[config.mk]
export PLATFORM = sky130hd
export DESIGN_NAME = button_toggle_debouncer
export DESIGN_NICKNAME = d
export VERILOG_FILES = /design/src/rtl/debounce_pkg.sv /design/src/rtl/sync_chain.sv /design/src/rtl/button_toggle_debouncer.sv
export SDC_FILE = /design/constraint.sdc
export NUM_CORES = 1
export LEC_CHECK = 0
export BUFFER_PORTS_ARGS = -buffer_cell sky130_fd_sc_hd__buf_2
export CAP_MARGIN = 30
export CELL_PAD_IN_SITES_DETAIL_PLACEMENT = 0
export CELL_PAD_IN_SITES_GLOBAL_PLACEMENT = 1
export CORE_MARGIN = 4
export CORE_UTILIZATION = 30
export DETAILED_ROUTE_END_ITERATION = 12
export PLACE_DENSITY = 0.64
export SLEW_MARGIN = 30
export SYNTH_ARGS = -nofsm -noshare
export SYNTH_HDL_FRONTEND = slang
export SYNTH_SLANG_ARGS = --single-unit
[constraint.sdc]
create_clock -name clk -period 1.5 [get_ports clk]
set_clock_uncertainty 0.2 [all_clocks]
set_input_delay 0.3 -clock clk [delete_from_list [all_inputs] [get_ports clk]]
set_output_delay 0.3 -clock clk [all_outputs]
set_load 0.1 [all_outputs]
[src/rtl/debounce_pkg.sv]
// Shared definitions for the button toggle debouncer: FSM state encoding,
// default configuration constants and a counter-width helper.
package debounce_pkg;

    localparam int unsigned DEBOUNCE_STABLE_CYCLES_DEF = 16;
    localparam int unsigned DEBOUNCE_SYNC_STAGES_DEF   = 2;

    // Debounce FSM states, 2-bit encoding.
    typedef enum logic [1:0] {
        IDLE        = 2'd0,
        ARM_PRESS   = 2'd1,
        HELD        = 2'd2,
        ARM_RELEASE = 2'd3
    } debounce_state_e;

    // Stability counter width; never below one bit so the counter is always declarable.
    function automatic int unsigned debounce_cnt_width(input int unsigned stable_cycles);
        return (stable_cycles > 32'd1) ? 32'($clog2(stable_cycles)) : 32'd1;
    endfunction

endpackage

[src/rtl/sync_chain.sv]
// Multi-stage flop synchronizer for a single asynchronous input.
//   clk    : destination clock
//   rst_n  : asynchronous active-low reset, clears every stage to 0
//   d      : asynchronous input
//   q      : synchronized output (last stage)
module sync_chain #(
    parameter int unsigned STAGES = 2
) (
    input  logic clk,
    input  logic rst_n,
    input  logic d,
    output logic q
);

    logic [STAGES-1:0] sync_q;
    logic [STAGES-1:0] sync_d;

    // Shift the raw input in at bit 0; bit STAGES-1 is the settled sample.
    always_comb begin
        sync_d = {sync_q[STAGES-2:0], d};
    end

    always_ff @(posedge clk or negedge rst_n) begin
        if (!rst_n) begin
            sync_q <= '0;
        end else begin
            sync_q <= sync_d;
        end
    end

    assign q = sync_q[STAGES-1];

endmodule

[src/rtl/button_toggle_debouncer.sv]
// Turns a raw bouncing push-button into a clean one-cycle toggle strobe and a
// debounced level, suitable for driving a toggle flip-flop directly.
//   clk     : single clock, rising edge
//   _reset  : asynchronous active-low reset
//   btn_raw : raw button input, asynchronous, active-high
//   t       : one-cycle toggle strobe per accepted press (registered)
//   level   : debounced button state (registered)
//   busy    : high while a press or release is being qualified (registered)
// Build option: define DEBOUNCE_RELEASE_STROBE_EN to also pulse t when a
// release is accepted (coincident with level falling).
module button_toggle_debouncer
    import debounce_pkg::*;
#(
    parameter int unsigned STABLE_CYCLES = DEBOUNCE_STABLE_CYCLES_DEF,
    parameter int unsigned SYNC_STAGES   = DEBOUNCE_SYNC_STAGES_DEF
) (
    input  logic clk,
    input  logic _reset,
    input  logic btn_raw,
    output logic t,
    output logic level,
    output logic busy
);

    localparam int unsigned    CNT_W    = debounce_cnt_width(STABLE_CYCLES);
    localparam logic [CNT_W-1:0] CNT_LAST = CNT_W'(STABLE_CYCLES - 32'd1);

    logic            btn_s;

    debounce_state_e state_q, state_d;
    logic [CNT_W-1:0] cnt_q, cnt_d;
    logic            strobe_q, strobe_d;
    logic            t_q, t_d;
    logic            level_q, level_d;
    logic            busy_q, busy_d;

    // Bring the asynchronous button into the clk domain.
    sync_chain #(
        .STAGES (SYNC_STAGES)
    ) u_sync_chain (
        .clk   (clk),
        .rst_n (_reset),
        .d     (btn_raw),
        .q     (btn_s)
    );

    // Next-state, counter and output decode. The counter restarts at 0 on
    // every transition and saturates at CNT_LAST by construction.
    always_comb begin
        state_d  = state_q;
        cnt_d    = cnt_q;
        strobe_d = 1'b0;

        case (state_q)
            IDLE: begin
                if (btn_s) begin
                    state_d = ARM_PRESS;
                    cnt_d   = '0;
                end
            end
            ARM_PRESS: begin
                if (!btn_s) begin
                    state_d = IDLE;
                    cnt_d   = '0;
                end else if (cnt_q == CNT_LAST) begin
                    state_d  = HELD;
                    cnt_d    = '0;
                    strobe_d = 1'b1;
                end else begin
                    cnt_d = cnt_q + CNT_W'(1);
                end
            end
            HELD: begin
                if (!btn_s) begin
                    state_d = ARM_RELEASE;
                    cnt_d   = '0;
                end
            end
            ARM_RELEASE: begin
                if (btn_s) begin
                    // Release bounce: fall back to HELD without a strobe.
                    state_d = HELD;
                    cnt_d   = '0;
                end else if (cnt_q == CNT_LAST) begin
                    state_d = IDLE;
                    cnt_d   = '0;
`ifdef DEBOUNCE_RELEASE_STROBE_EN
                    strobe_d = 1'b1;
`else
                    strobe_d = 1'b0;
`endif
                end else begin
                    cnt_d = cnt_q + CNT_W'(1);
                end
            end
            default: begin
                state_d = IDLE;
                cnt_d   = '0;
            end
        endcase

        // Outputs follow the state one cycle later so t lines up with level.
        t_d     = strobe_q;
        level_d = (state_q == HELD) || (state_q == ARM_RELEASE);
        busy_d  = (state_q == ARM_PRESS) || (state_q == ARM_RELEASE);
    end

    // State, counter and output registers.
    always_ff @(posedge clk or negedge _reset) begin
        if (!_reset) begin
            state_q  <= IDLE;
            cnt_q    <= '0;
            strobe_q <= 1'b0;
            t_q      <= 1'b0;
            level_q  <= 1'b0;
            busy_q   <= 1'b0;
        end else begin
            state_q  <= state_d;
            cnt_q    <= cnt_d;
            strobe_q <= strobe_d;
            t_q      <= t_d;
            level_q  <= level_d;
            busy_q   <= busy_d;
        end
    end

    assign t     = t_q;
    assign level = level_q;
    assign busy  = busy_q;

endmodule

==> run metrics <==
outcome completed; pin count of the biggest net entering global routing 13; maximum clock insertion buffer count 2; first-pass GRT wire length 1.45 mm; DRT iter0 DRCs 3; Cell Pwr Density 1080 mW/mm^2; Ports 6; FF+latch count, synth 12; WL/cell 13.7 um; Root Buffer clkbuf_4; dpl cells 57; DP Area 569 um^2; Tcrit/Tclk final 94.7%; Yosys cell types 20; Congestion Overflow GR 0; Pre-antenna DRT Iters 3; Rel. slew slack 82.2%; element type at the critical path start register; hold depth 0; clock sinks 12; final setup violation count 0; critical path class register to register; final WL 866 um; layout cells sized above 1 27.7%; Post-DP HPWL 589 um; Post-CTS Setup Repair Bufs 0; setup TNS 0 ns; Fin. Hold Viols 0; register area share after synthesis 63.0%; Clk Latency, worst-skew pair 0.27 ns; Starting Density 31.6%; R2R Setup Slk 0.08 ns; Critical-path top delay cell dfrtp_1; P_leak 0.288 nW; core area 0.00151 mm^2; Final Core Density 42.3%; initial antenna violation count 0; CTS tree done; ANT cells 0; commonest cells after routing, fill and taps aside dfrtp_1, a31oi_1, clkbuf_4, buf_12; overall power 690 uW; Crit. End Element register; nets 52; number of global-route vias before repair 326; delay-heaviest family, CP flip-flops; Post-Syn Area 477 um^2; Syn. warnings 0; most common cell after layout, fill and taps aside dfrtp_1; IO buf count 5; syn nets 41; design area 637 um^2; WP data arrival 1.38 ns; # Max-Cap Violations 0; worst r2r src cnt_q[1]$_DFFE_PN0P_; RSZ-0062 raised after global routing no; worst hold start strobe_q$_DFF_PN0_; worst-case reg-to-reg path depth 3; WP data required 1.46 ns; Worst Hold Class register to register; final-report max-slew violation count 0; cts bufs inserted 3; die area 0.00229 mm^2; Max H-tree Level 1; Mapped Cells 37; Rows 14; Die Span Y 47.9 um; CP Cell Sequence ha_1, nand4_1, mux2_2; post-route insts no fill 63; Total GRT Usage 9.79%; syn_area_per_cell 12.9 um^2; DRC Markers 0; Tmin final 1.42 ns; die width 47.9 um; DR vias/cell 5.06; routed vias 319; Final ANT Viol Nets 0; Critical Path Max Stage Delay 0.42 ns; VDD IR max 0.000487 V; Worst-path clk slew 0.08 ns; Hold Path End t$_DFF_PN0_; buffers and inverters on the worst path 0; Layout area overhead 33.6%; Fmax 704 MHz; Slew @ Worst Pin 0.266 ns; Crit Path Max Fanout 4; GP Congestion 0.694
==> metal layers <==
layer  part of all wire [%]  wire [um]  GRT usage [%]  vias up
li1                       -          -              -      153
met1                     41        353           11.0      152
met2                     49        425           14.0       10
met3                    7.5         65           6.02        4
met4                    2.4         21           5.91        0
met5                      0          0              0        -
==> sequential cells by signal, indices dropped and copies added (netlist names), named ones only <==
signal and cells:
t 1, level 1, cnt_q 4, state_q 1
strobe_q 1, u_sync_chain.sync_q 2, busy 1
==> stage by stage <==
| step | hold WS (ns) | worst slack [ns] |
|---|---|---|
| after floorplan | -0.196 | 0.0844 |
| after global placement | -0.0226 | 0.122 |
| after detailed placement | -0.0132 | 0.0930 |
| after CTS | 0.174 | 0.0850 |
| after global routing | 0.189 | 0.00971 |
| final | 0.168 | 0.0790 |
==> cell families after synthesis <==
| family | after synthesis | synth area share, % |
|---|---|---|
| AOI/OAI and AO/OA | 8 | 12.1 |
| muxes | 1 | 2.36 |
| and+or+nand+nor | 9 | 12.3 |
| DFF | 12 | 63.0 |
| xor gates and xnor gates | 1 | 3.41 |
| adders and majority gates | 1 | 2.62 |
| buffers and inverters | 5 | 4.20 |
==> final cells by class <==
| type | instances | area, um^2 |
|---|---|---|
| multi-input cells | 20 | 168 |
| flip-flops and latches | 12 | 300 |
| fillers | 137 | 870 |
| clock buffers | 4 | 36.3 |
| well taps | 16 | 20.0 |
| inverters | 2 | 7.51 |
| repair buffers | 9 | 105 |
==> worst register-to-register path: stages (launching register included) <==
cell,delay [ns]
dfrtp_1,0.42
ha_1,0.20
nand4_1,0.14
mux2_2,0.34
==> how the worst max path moves through the flow <==
stage,from,end,slack (ns),depth (start not counted)
2_1_floorplan,cnt_q[0]$_DFFE_PN0P_,register,0.08,3
3_3_place_gp,cnt_q[1]$_DFFE_PN0P_,register,0.12,3
3_5_place_dp,cnt_q[1]$_DFFE_PN0P_,register,0.09,3
4_1_cts,cnt_q[1]$_DFFE_PN0P_,register,0.08,3
5_1_grt,u_sync_chain.sync_q[1]$_DFF_PN0_,cnt_q[1]$_DFFE_PN0P_,0.01,3
6_report,cnt_q[1]$_DFFE_PN0P_,register,0.08,3
==> synth_stat cells (all sizes together) <==
master   number  area, um^2
nand3b        1        7.51
o211ai        1        7.51
or2           1        6.26
and4b         1        10.0
nor3b         1        7.51
xor2          1        16.3
a21oi         1        5.00
a22o          2        17.5
o2111ai       1        8.76
mux2          1        11.3
ha            1        12.5
buf           1        5.00
a31oi         3        18.8
and2          2        12.5
inv           2        7.51
nand3         1        5.00
nor2          1        3.75
dfrtp        12         300
clkbuf        2        7.51
nand4         1        6.26
==> report_power, final <==
part / internal, mW / switching, mW / total [mW] / leakage, nW
Combinational: 0.0315 / 0.0364 / 0.0679 / 0.110
Clock: 0.148 / 0.110 / 0.257 / 0.0210
Sequential: 0.341 / 0.0235 / 0.364 / 0.157
Total: 0.520 / 0.170 / 0.690 / 0.288
==> what timing repair did <==
item,4_1_cts,5_1_grt
hold buffers,2,0
endpoints found under the hold margin,13,0
resized for setup,0,1
setup endpoints to repair,0,2
Note: power is estimated with default switching activity, not from simulation.
